==> src/rtl/addr_dec_pkg.sv <==
// addr_dec_pkg: state encoding and widths
// shared by the region decoder files.
package addr_dec_pkg;

  typedef enum logic [1:0] {
    IDLE   = 2'd0,
    ACCESS = 2'd1,
    ERR    = 2'd2
  } state_t;

  localparam int WS_W     = 4;
  localparam int NREG_MAX = 8;
  localparam int SEL_W    = $clog2(NREG_MAX);

endpackage

==> src/rtl/addr_region_decoder_if.sv <==
// addr_region_decoder_if: CPU data-bus request side
// and decoded chip-select side of the decoder.
interface addr_region_decoder_if #(
  parameter int ADDR_W = 16,
  parameter int NREG   = 4
);

  logic [ADDR_W-1:0] Address;
  logic              req;
  logic [NREG-1:0]   cs_n;
  logic              ready;
  logic              bus_err;
  logic              busy;

`ifdef ADDRDEC_ERR_CAPTURE_EN
  logic              err_clr;
  logic [ADDR_W-1:0] err_addr;
  logic              err_valid;

  modport master (
    output Address, req, err_clr,
    input  cs_n, ready, bus_err, busy,
    input  err_addr, err_valid
  );

  modport slave (
    input  Address, req, err_clr,
    output cs_n, ready, bus_err, busy,
    output err_addr, err_valid
  );
`else
  modport master (
    output Address, req,
    input  cs_n, ready, bus_err, busy
  );

  modport slave (
    input  Address, req,
    output cs_n, ready, bus_err, busy
  );
`endif

endinterface

==> src/rtl/addr_region_match.sv <==
// addr_region_match: inclusive unsigned window test;
// an inverted window (base > limit) never hits.
module addr_region_match #(
  parameter int ADDR_W = 16
) (
  input  logic [ADDR_W-1:0] Address,
  input  logic [ADDR_W-1:0] base,
  input  logic [ADDR_W-1:0] limit,
  output logic              hit
);

  assign hit = (Address >= base) &&
               (Address <= limit);

endmodule

==> src/rtl/addr_region_decoder.sv <==
// addr_region_decoder: multi-region decode with wait states.
// Optional fault capture: ADDRDEC_ERR_CAPTURE_EN.
module addr_region_decoder
  import addr_dec_pkg::*;
#(
  parameter int ADDR_W = 16,
  parameter int NREG   = 4,
  parameter logic [NREG*ADDR_W-1:0] REG_BASE =
    (NREG*ADDR_W)'(16'h0500),
  parameter logic [NREG*ADDR_W-1:0] REG_LIMIT =
    (NREG*ADDR_W)'(16'h08FF),
  parameter logic [NREG*WS_W-1:0] REG_WS = '0
) (
  input  logic clk,
  input  logic rst,
  addr_region_decoder_if.slave bus
);

  state_t            state;
  state_t            nxt;
  logic [SEL_W-1:0]  sel;
  logic [SEL_W-1:0]  sel_nxt;
  logic [SEL_W-1:0]  hit_idx;
  logic [WS_W-1:0]   cnt;
  logic [WS_W-1:0]   cnt_nxt;
  logic [WS_W-1:0]   ws_hit;
  logic [NREG-1:0]   hit;
  logic              hit_any;

  for (genvar i = 0; i < NREG; i++) begin : g_reg
    addr_region_match #(
      .ADDR_W(ADDR_W)
    ) u_match (
      .Address(bus.Address),
      .base   (REG_BASE[i*ADDR_W +: ADDR_W]),
      .limit  (REG_LIMIT[i*ADDR_W +: ADDR_W]),
      .hit    (hit[i])
    );
  end

  // Walk downwards so the lowest hitting index wins.
  always_comb begin
    hit_idx = '0;
    ws_hit  = '0;
    hit_any = 1'b0;
    for (int i = NREG - 1; i >= 0; i--) begin
      if (hit[i]) begin
        hit_idx = SEL_W'(i);
        ws_hit  = REG_WS[i*WS_W +: WS_W];
        hit_any = 1'b1;
      end
    end
  end

  always_ff @(posedge clk or posedge rst) begin
    if (rst) begin
      state <= IDLE;
      sel   <= '0;
      cnt   <= '0;
    end else begin
      state <= nxt;
      sel   <= sel_nxt;
      cnt   <= cnt_nxt;
    end
  end

  always_comb begin
    nxt     = state;
    sel_nxt = sel;
    cnt_nxt = cnt;
    unique case (state)
      IDLE: begin
        if (bus.req) begin
          if (hit_any) begin
            nxt     = ACCESS;
            sel_nxt = hit_idx;
            cnt_nxt = ws_hit;
          end else begin
            nxt = ERR;
          end
        end
      end
      ACCESS: begin
        if (cnt != '0) begin
          cnt_nxt = cnt - 1'b1;
        end else begin
          nxt = IDLE;
        end
      end
      ERR:     nxt = IDLE;
      default: nxt = IDLE;
    endcase
  end

  // Outputs depend on registers only.
  assign bus.cs_n    = (state == ACCESS) ?
                       ~(NREG'(1) << sel) : '1;
  assign bus.ready   = (state == ACCESS) &&
                       (cnt == '0);
  assign bus.bus_err = (state == ERR);
  assign bus.busy    = (state != IDLE);

`ifdef ADDRDEC_ERR_CAPTURE_EN
  logic [ADDR_W-1:0] err_addr;
  logic              err_valid;
  logic              fault;

  assign fault = (state == IDLE) && bus.req &&
                 !hit_any;

  // A clear beats a coincident fault.
  always_ff @(posedge clk or posedge rst) begin
    if (rst) begin
      err_addr  <= '0;
      err_valid <= 1'b0;
    end else if (bus.err_clr) begin
      err_valid <= 1'b0;
    end else if (fault && !err_valid) begin
      err_addr  <= bus.Address;
      err_valid <= 1'b1;
    end
  end

  assign bus.err_addr  = err_addr;
  assign bus.err_valid = err_valid;
`endif

endmodule

==> src/flat_wrapper.sv <==
// flat-port wrapper written by rule: the top's interface ports become plain ports
module addr_region_decoder_flat import addr_dec_pkg::*;
#(
  parameter int ADDR_W = 16,
  parameter int NREG   = 4,
  parameter logic [NREG*ADDR_W-1:0] REG_BASE =
    (NREG*ADDR_W)'(16'h0500),
  parameter logic [NREG*ADDR_W-1:0] REG_LIMIT =
    (NREG*ADDR_W)'(16'h08FF),
  parameter logic [NREG*WS_W-1:0] REG_WS = '0
)
  (clk, rst, bus_Address, bus_req, bus_cs_n, bus_ready, bus_bus_err, bus_busy);
  addr_region_decoder_if #(.ADDR_W(ADDR_W), .NREG(NREG)) bus_i ();
  input  logic clk;
  input  logic rst;
  input wire logic [$bits(bus_i.Address)-1:0] bus_Address;
  input wire logic [$bits(bus_i.req)-1:0] bus_req;
  output wire logic [$bits(bus_i.cs_n)-1:0] bus_cs_n;
  output wire logic [$bits(bus_i.ready)-1:0] bus_ready;
  output wire logic [$bits(bus_i.bus_err)-1:0] bus_bus_err;
  output wire logic [$bits(bus_i.busy)-1:0] bus_busy;
  assign bus_i.Address = bus_Address;
  assign bus_i.req = bus_req;
  assign bus_cs_n = bus_i.cs_n;
  assign bus_ready = bus_i.ready;
  assign bus_bus_err = bus_i.bus_err;
  assign bus_busy = bus_i.busy;
  addr_region_decoder #(.ADDR_W(ADDR_W), .NREG(NREG), .REG_BASE(REG_BASE), .REG_LIMIT(REG_LIMIT), .REG_WS(REG_WS)) u_core (.clk(clk), .rst(rst), .bus(bus_i));
endmodule
==> config.mk <==
export PLATFORM = sky130hd
export DESIGN_NAME = addr_region_decoder_flat
export DESIGN_NICKNAME = d
export VERILOG_FILES = /design/src/rtl/addr_dec_pkg.sv /design/src/rtl/addr_region_decoder_if.sv /design/src/rtl/addr_region_match.sv /design/src/rtl/addr_region_decoder.sv /design/src/flat_wrapper.sv
export SDC_FILE = /design/constraint.sdc
export NUM_CORES = 1
export LEC_CHECK = 0
export BUFFER_PORTS_ARGS = -buffer_cell sky130_fd_sc_hd__buf_2
export CELL_PAD_IN_SITES_DETAIL_PLACEMENT = 1
export CELL_PAD_IN_SITES_GLOBAL_PLACEMENT = 1
export CORE_MARGIN = 10
export CORE_UTILIZATION = 29
export CTS_CLUSTER_DIAMETER = 60
export DETAILED_ROUTE_END_ITERATION = 8
export PLACE_DENSITY_LB_ADDON = 0.3
export SLEW_MARGIN = 20
export SYNTH_ARGS = -nofsm -noshare
export SYNTH_HDL_FRONTEND = slang
export SYNTH_SLANG_ARGS = --single-unit
==> constraint.sdc <==
create_clock -name clk -period 2.1 [get_ports clk]
set_input_delay 0.42 -clock clk [delete_from_list [all_inputs] [get_ports clk]]
set_output_delay 0.42 -clock clk [all_outputs]
set_load 0.02 [all_outputs]
# ---- After elaboration in Yosys (flattened, before gate mapping)
# Index checks and enable logic that the tools add are counted.
dict set report totals {
  ff_bits 9
  in_bits 19
  out_inout_bits 7
  wordCells 40
}
dict set report op_classes {
  addsub 1
  n_lt_le_gt_ge 4
  eq_ne 6
  shifts 1
  n_mux 13
  bitwise_logic 1
  reduce_logical 11
}
# op count
set ops {}
lappend ops {{$ge 16x1->1 const B} 1}
lappend ops {{$ge 16x11->1 const B} 1}
lappend ops {{$le 16x1->1 const B} 1}
lappend ops {{$le 16x12->1 const B} 1}
lappend ops {{$mux 4} 4}
lappend ops {{$pmux 4 s2} 1}
lappend ops {{$mux 2} 3}
lappend ops {{$logic_not 4->1} 1}
lappend ops {{$mux 1} 4}
lappend ops {{$ne 2x1->1 const B} 2}
lappend ops {{$ne 2x2->1 const B} 2}
lappend ops {{$not 4->4} 1}
lappend ops {{$pmux 2 s2} 1}
lappend ops {{$reduce_and 4->1} 1}
lappend ops {{$reduce_bool 2->1} 2}
lappend ops {{$reduce_bool 4->1} 1}
lappend ops {{$shl 1x3->4 const A} 1}
lappend ops {{$sub 4x1->4 const B} 1}
lappend ops {{$logic_and 1x1->1} 3}
lappend ops {{$reduce_and 3->1} 1}
lappend ops {{$eq 2x1->1 const B} 1}
lappend ops {{$eq 2x2->1 const B} 1}
lappend ops {{$logic_not 2->1} 1}
lappend ops {{$reduce_and 2->1} 1}

# ---- Depth between registers and ports, before layout
dict set report logic_depth {
  ltp_word 7
  mapped_depth 6
}

# ---- Hierarchy
# A second synthesis with hierarchy kept.
dict set report hier_totals {
  hier_cells 499
  area_unflattened_um2 3729.8
}
# mod n_inst cells_each area_per_inst_um2 seq_area_each_um2
set by_module_without_submodules {}
lappend by_module_without_submodules {{addr_region_match (u_core.g_reg[0].u_match ...)} 3 110 807.0 0.0}
lappend by_module_without_submodules {{addr_region_match (u_core.g_reg[1].u_match)} 1 110 777.0 0.0}
lappend by_module_without_submodules {addr_region_decoder 1 59 531.8 200.2}

# ---- Worst setup path after synthesis
# Ideal clock, no wire load.
dict set report synth_path {
  path_kind {register -> output}
  startpoint {register u_core.cnt[0]}
  endpoint {output port bus_ready}
  arrival_ps 1311
  required_time_ps 1680
  path_slack_ps 369
  path_stages_with_launch 6
  n_path_buf 0
  path_cell_list {dfrtp_1 inv_1 ha_1 inv_1 or3_1 nor2_1}
}
dict set report synth_via {
  elab_chain_cells 2
}
# element line
set synth_lines {}
lappend synth_lines {{start, declared} addr_region_decoder.sv:24} ;# logic [WS_W-1:0] cnt;
lappend synth_lines {{start signal, assigned} addr_region_decoder.sv:63} ;# cnt <= cnt_nxt;
lappend synth_lines {{$logic_not 4->1} addr_region_decoder.sv:99} ;# (cnt == '0);
lappend synth_lines {{$logic_and 1x1->1} addr_region_decoder.sv:98} ;# assign bus.ready = (state == ACCESS) &&
lappend synth_lines {{end, declared} flat_wrapper.sv:19} ;# output wire logic [$bits(bus_i.ready)-1:0] bus_ready;
# Every way passes these cells.

# ---- Worst setup path in the final report
# Ends and elaborated chain as after synthesis.

==> summary by stage <==
CTS
The clock sink total is 7. In this run the deepest clock path goes through 2 buffers. The root cell of the clock tree is clkbuf_4.

In this run the number of H-tree levels came out at 1. The number of buffers inserted to repair setup after CTS is 0. After clock tree synthesis, the clock-pin slew on the worst setup and hold paths is about 0.05 ns. The clock latency at the later pin of the worst-skew pair is between 0.2 and 0.25 ns. The CTS tree is done.

The number of buffers created by CTS is 3.

Timing
The number of hold violations in the final report is 0. The fraction of the cycle the final worst path needs is between 90% and 100%. The number of endpoints failing setup at the final stage is 0. The max-slew violation count is 0. The worst path needs roughly 2 ns of the cycle, external delays included. The slack of the critical path is around 0.10 ns. The post-route clock skew is 0.00297 ns.

Setup repair after global routing left no endpoint under its margin. The maximum operating frequency is 500 MHz. The tightest hold path in the finished design has a slack of roughly 0.09 ns.

The aggregate negative setup slack is 0 ns.

Logic synthesis
Sorting the synthesized cells by how often they occur yields dfrtp_1, nor2_1, inv_1. Sequential cells were found to cover 34.6% of the synthesized design area. The synthesized netlist cell count is slightly above 60. Yosys mapped the design onto 27 distinct sky130hd cell types. The fraction of post-synthesis cell area in the top cell type by area is roughly a third.

The cell area that synthesis handed to floorplanning was between 500 and 600 sq um. The flip-flop cell with the highest count after synthesis is dfrtp_1. The number of synthesized flops with an enable pin is 0. Synthesis inferred 7 register bits. The Yosys step of the flow raised 0 warnings.

In the synthesized netlist the async set-or-reset flop fraction comes to 100%. After synthesis, the cell types taking the most area are dfrtp_1, a31oi_1, nor2_1. The post-synthesis cell type with the largest combined area is dfrtp_1. The average instance area after synthesis is roughly 8 sq um.

Final layout
The area of combinational cells with multiple inputs is between 300 and 400 sq um. The area taken by flip-flops and latches is about 180 sq um. The fill cell instance count of the final layout is approximately 230. 0 antenna diodes ended up in the layout. The layout cell share with drive strength beyond 1 is a little over a third. The net count of the finished layout is 110.

Relative to the synthesized area, the layout overhead comes to 30.9%.

Critical path
The startpoint type of the worst setup path is a register. The startpoint of the most critical register-to-register path is u_core.cnt[0]. The arrival time at the worst endpoint is between 1.5 and 2 ns. The maximum fanout count along the critical path is 4. In this run the critical register-to-register path is captured at u_core.cnt[1]. The internal reg-to-reg setup slack is 0.45 ns.

For the worst flop-to-flop path, the logic depth is 6. The type of the worst setup path is reg2out. At the worst endpoint, the required time is approximately 1.7 ns. The element type at the critical path end is an output port.

Placed design
The port buffer count is 23. Before CTS, the worst setup slack after placement is 0.319 ns. The weighted congestion at the end of routability-driven global placement is just over 0.8. Summed over all nets, the half-perimeter wirelength after detailed placement is between 1000 and 1500 um.

Floorplanning
In this run the core area contains 15 standard-cell rows. After floorplanning, the core was sized to cover about 0.0017 sq mm. The horizontal extent of the die is between 60 and 70 um. In this run the count of I/O pins placed on the die edge is 26. The initial utilization of the core area, before any placement, comes to 30.0%. The die area is 0.00382 sq mm. The floorplan step set the die height to slightly above 60 um.

Detailed routing
For this block, the initial DRC count from the detailed router was 4. The per-cell routed wire length is about 14 um. The ratio of routed vias to standard cells is between 4 and 5. The first-pass iteration count of the detailed router is 2. The top routing layer in use is met3.

Wire segments on met2 add up to between 700 and 800 um in the final route. The final antenna-violating net count is 0. The total number of vias is 519. The routed design uses ~130 um of met3 wire. The post-route DRC violation count is 0. The total routed wirelength is 1510 um.

The detailed-routing wirelength on met1 is between 600 and 700 um.

Power and ir drop
For this design the ratio of total power to cell area is 557 mW/mm^2. The total power draw is roughly 0.00037 W. For this design the static power due to leakage is approximately 0.32 nW.

Across the VDD grid, the largest voltage drop is ~330 uV.

Run
The number of max-cap violations is 0.

Global route
Global routing finished with a remaining overflow of 0. Across every metal layer, demand over resource in global routing totals a little over 8%. The wire length of the first global-routing pass is between 2000 and 2500 um. The maximum number of pins on one net before global-route repair is 8. The number of antenna violations at the first check in global routing is 0. The number of global-route vias before repair was 512.

Min path
The min-delay analysis places its worst path in the category in2async.

Run status
The flow ran to the end, and the final reports show no timing, DRC or antenna violations.
flip-flops by register name, indices dropped and copies added (netlist names):
register	count
u_core.cnt	4
u_core.state	2
u_core.sel	1
worst max-delay path by stage:
stage / startpoint / end / slack (ns) / depth (start not counted)
2_1_floorplan: u_core.cnt[0] / bus_ready / 0.37 / 5
3_3_place_gp: u_core.cnt[0] / bus_ready / 0.39 / 6
3_5_place_dp: u_core.cnt[1] / bus_ready / 0.32 / 6
4_1_cts: u_core.cnt[1] / bus_ready / 0.05 / 6
5_1_grt: u_core.cnt[0] / bus_ready / 0.008 / 6
6_report: u_core.cnt[0] / bus_ready / 0.1 / 6
worst max-delay path, cell delays in order (launching register included):
cell and delay [ns]:
dfrtp_1 0.40, inv_1 0.09, ha_2 0.18, inv_1 0.05, or3_1 0.35, nor2_1 0.12, buf_4 0.15
timing repair:
| action | in CTS | in global routing |
|---|---|---|
| endpoints found under the setup margin | 0 | 1 |
| gates resized for setup | 0 | 3 |
| hold buffers | 0 | 0 |
metrics by stage:
| stage | cell area, sq um | util, % | std cells |
|---|---|---|---|
| 2_1_floorplan | 510 | - | 63 |
| 3_3_place_gp | 632 | 37.4 | 101 |
| 3_5_place_dp | 632 | 37.4 | 101 |
| 4_1_cts | 658 | 39.0 | 105 |
| 5_1_grt | 663 | 39.3 | 105 |
| 6_report | 663 | 39.3 | 105 |
logic make-up after synthesis:
group | after synthesis | share of synthesized area (%)
adders and majority gates | 2 | 4.94
buffers and inverters | 8 | 7.41
muxes | 1 | 1.98
AOI/OAI and AO/OA | 14 | 20.0
DFF | 7 | 34.6
and+or+nand+nor | 29 | 30.4
other | 1 | 0.740
cell type report:
cell class              instances  share of cell area, %
clock buffers                   4                   3.96
inverters                       6                   3.40
multi-input cells              48                   45.3
flip-flops and latches          7                   26.4
well taps                      17                   3.21
repair buffers                 23                   17.7
where the power goes:
part	switching, W	total [W]	leakage [nW]	internal (W)
sequential	0.0000200	0.000173	0.0836	0.000153
combinational	0.0000457	0.0000817	0.218	0.0000360
clock	0.0000426	0.000115	0.0150	0.0000720
cells in the final DEF, fill, tap and decap left out:
master    count
a211oi_2      1
a21oi_1       2
a31oi_1       5
and2_1        1
buf_2        22
buf_4         1
clkbuf_1      1
clkbuf_4      3
conb_1        2
dfrtp_1       7
ha_1          1
ha_2          1
inv_1         5
inv_2         1
mux2i_1       1
nand2_1       5
nand2b_1      1
nand3_1       2
nand4_1       1
nor2_1        7
nor2b_1       3
nor3_1        1
nor3b_1       1
nor4_1        4
o211ai_2      1
o21ai_0       2
o21bai_1      1
o22a_1        1
o32ai_1       1
or2_2         1
or3_1         1
or4_4         1
metal layers:
layer | GRT usage (%) | up-vias
li1 | - | 273
met1 | 9.50 | 232
met2 | 14.3 | 14
met3 | 2.44 | 0
met4 | 0.955 | 0
met5 | 0 | -
Power figures use the tool's default switching activity.
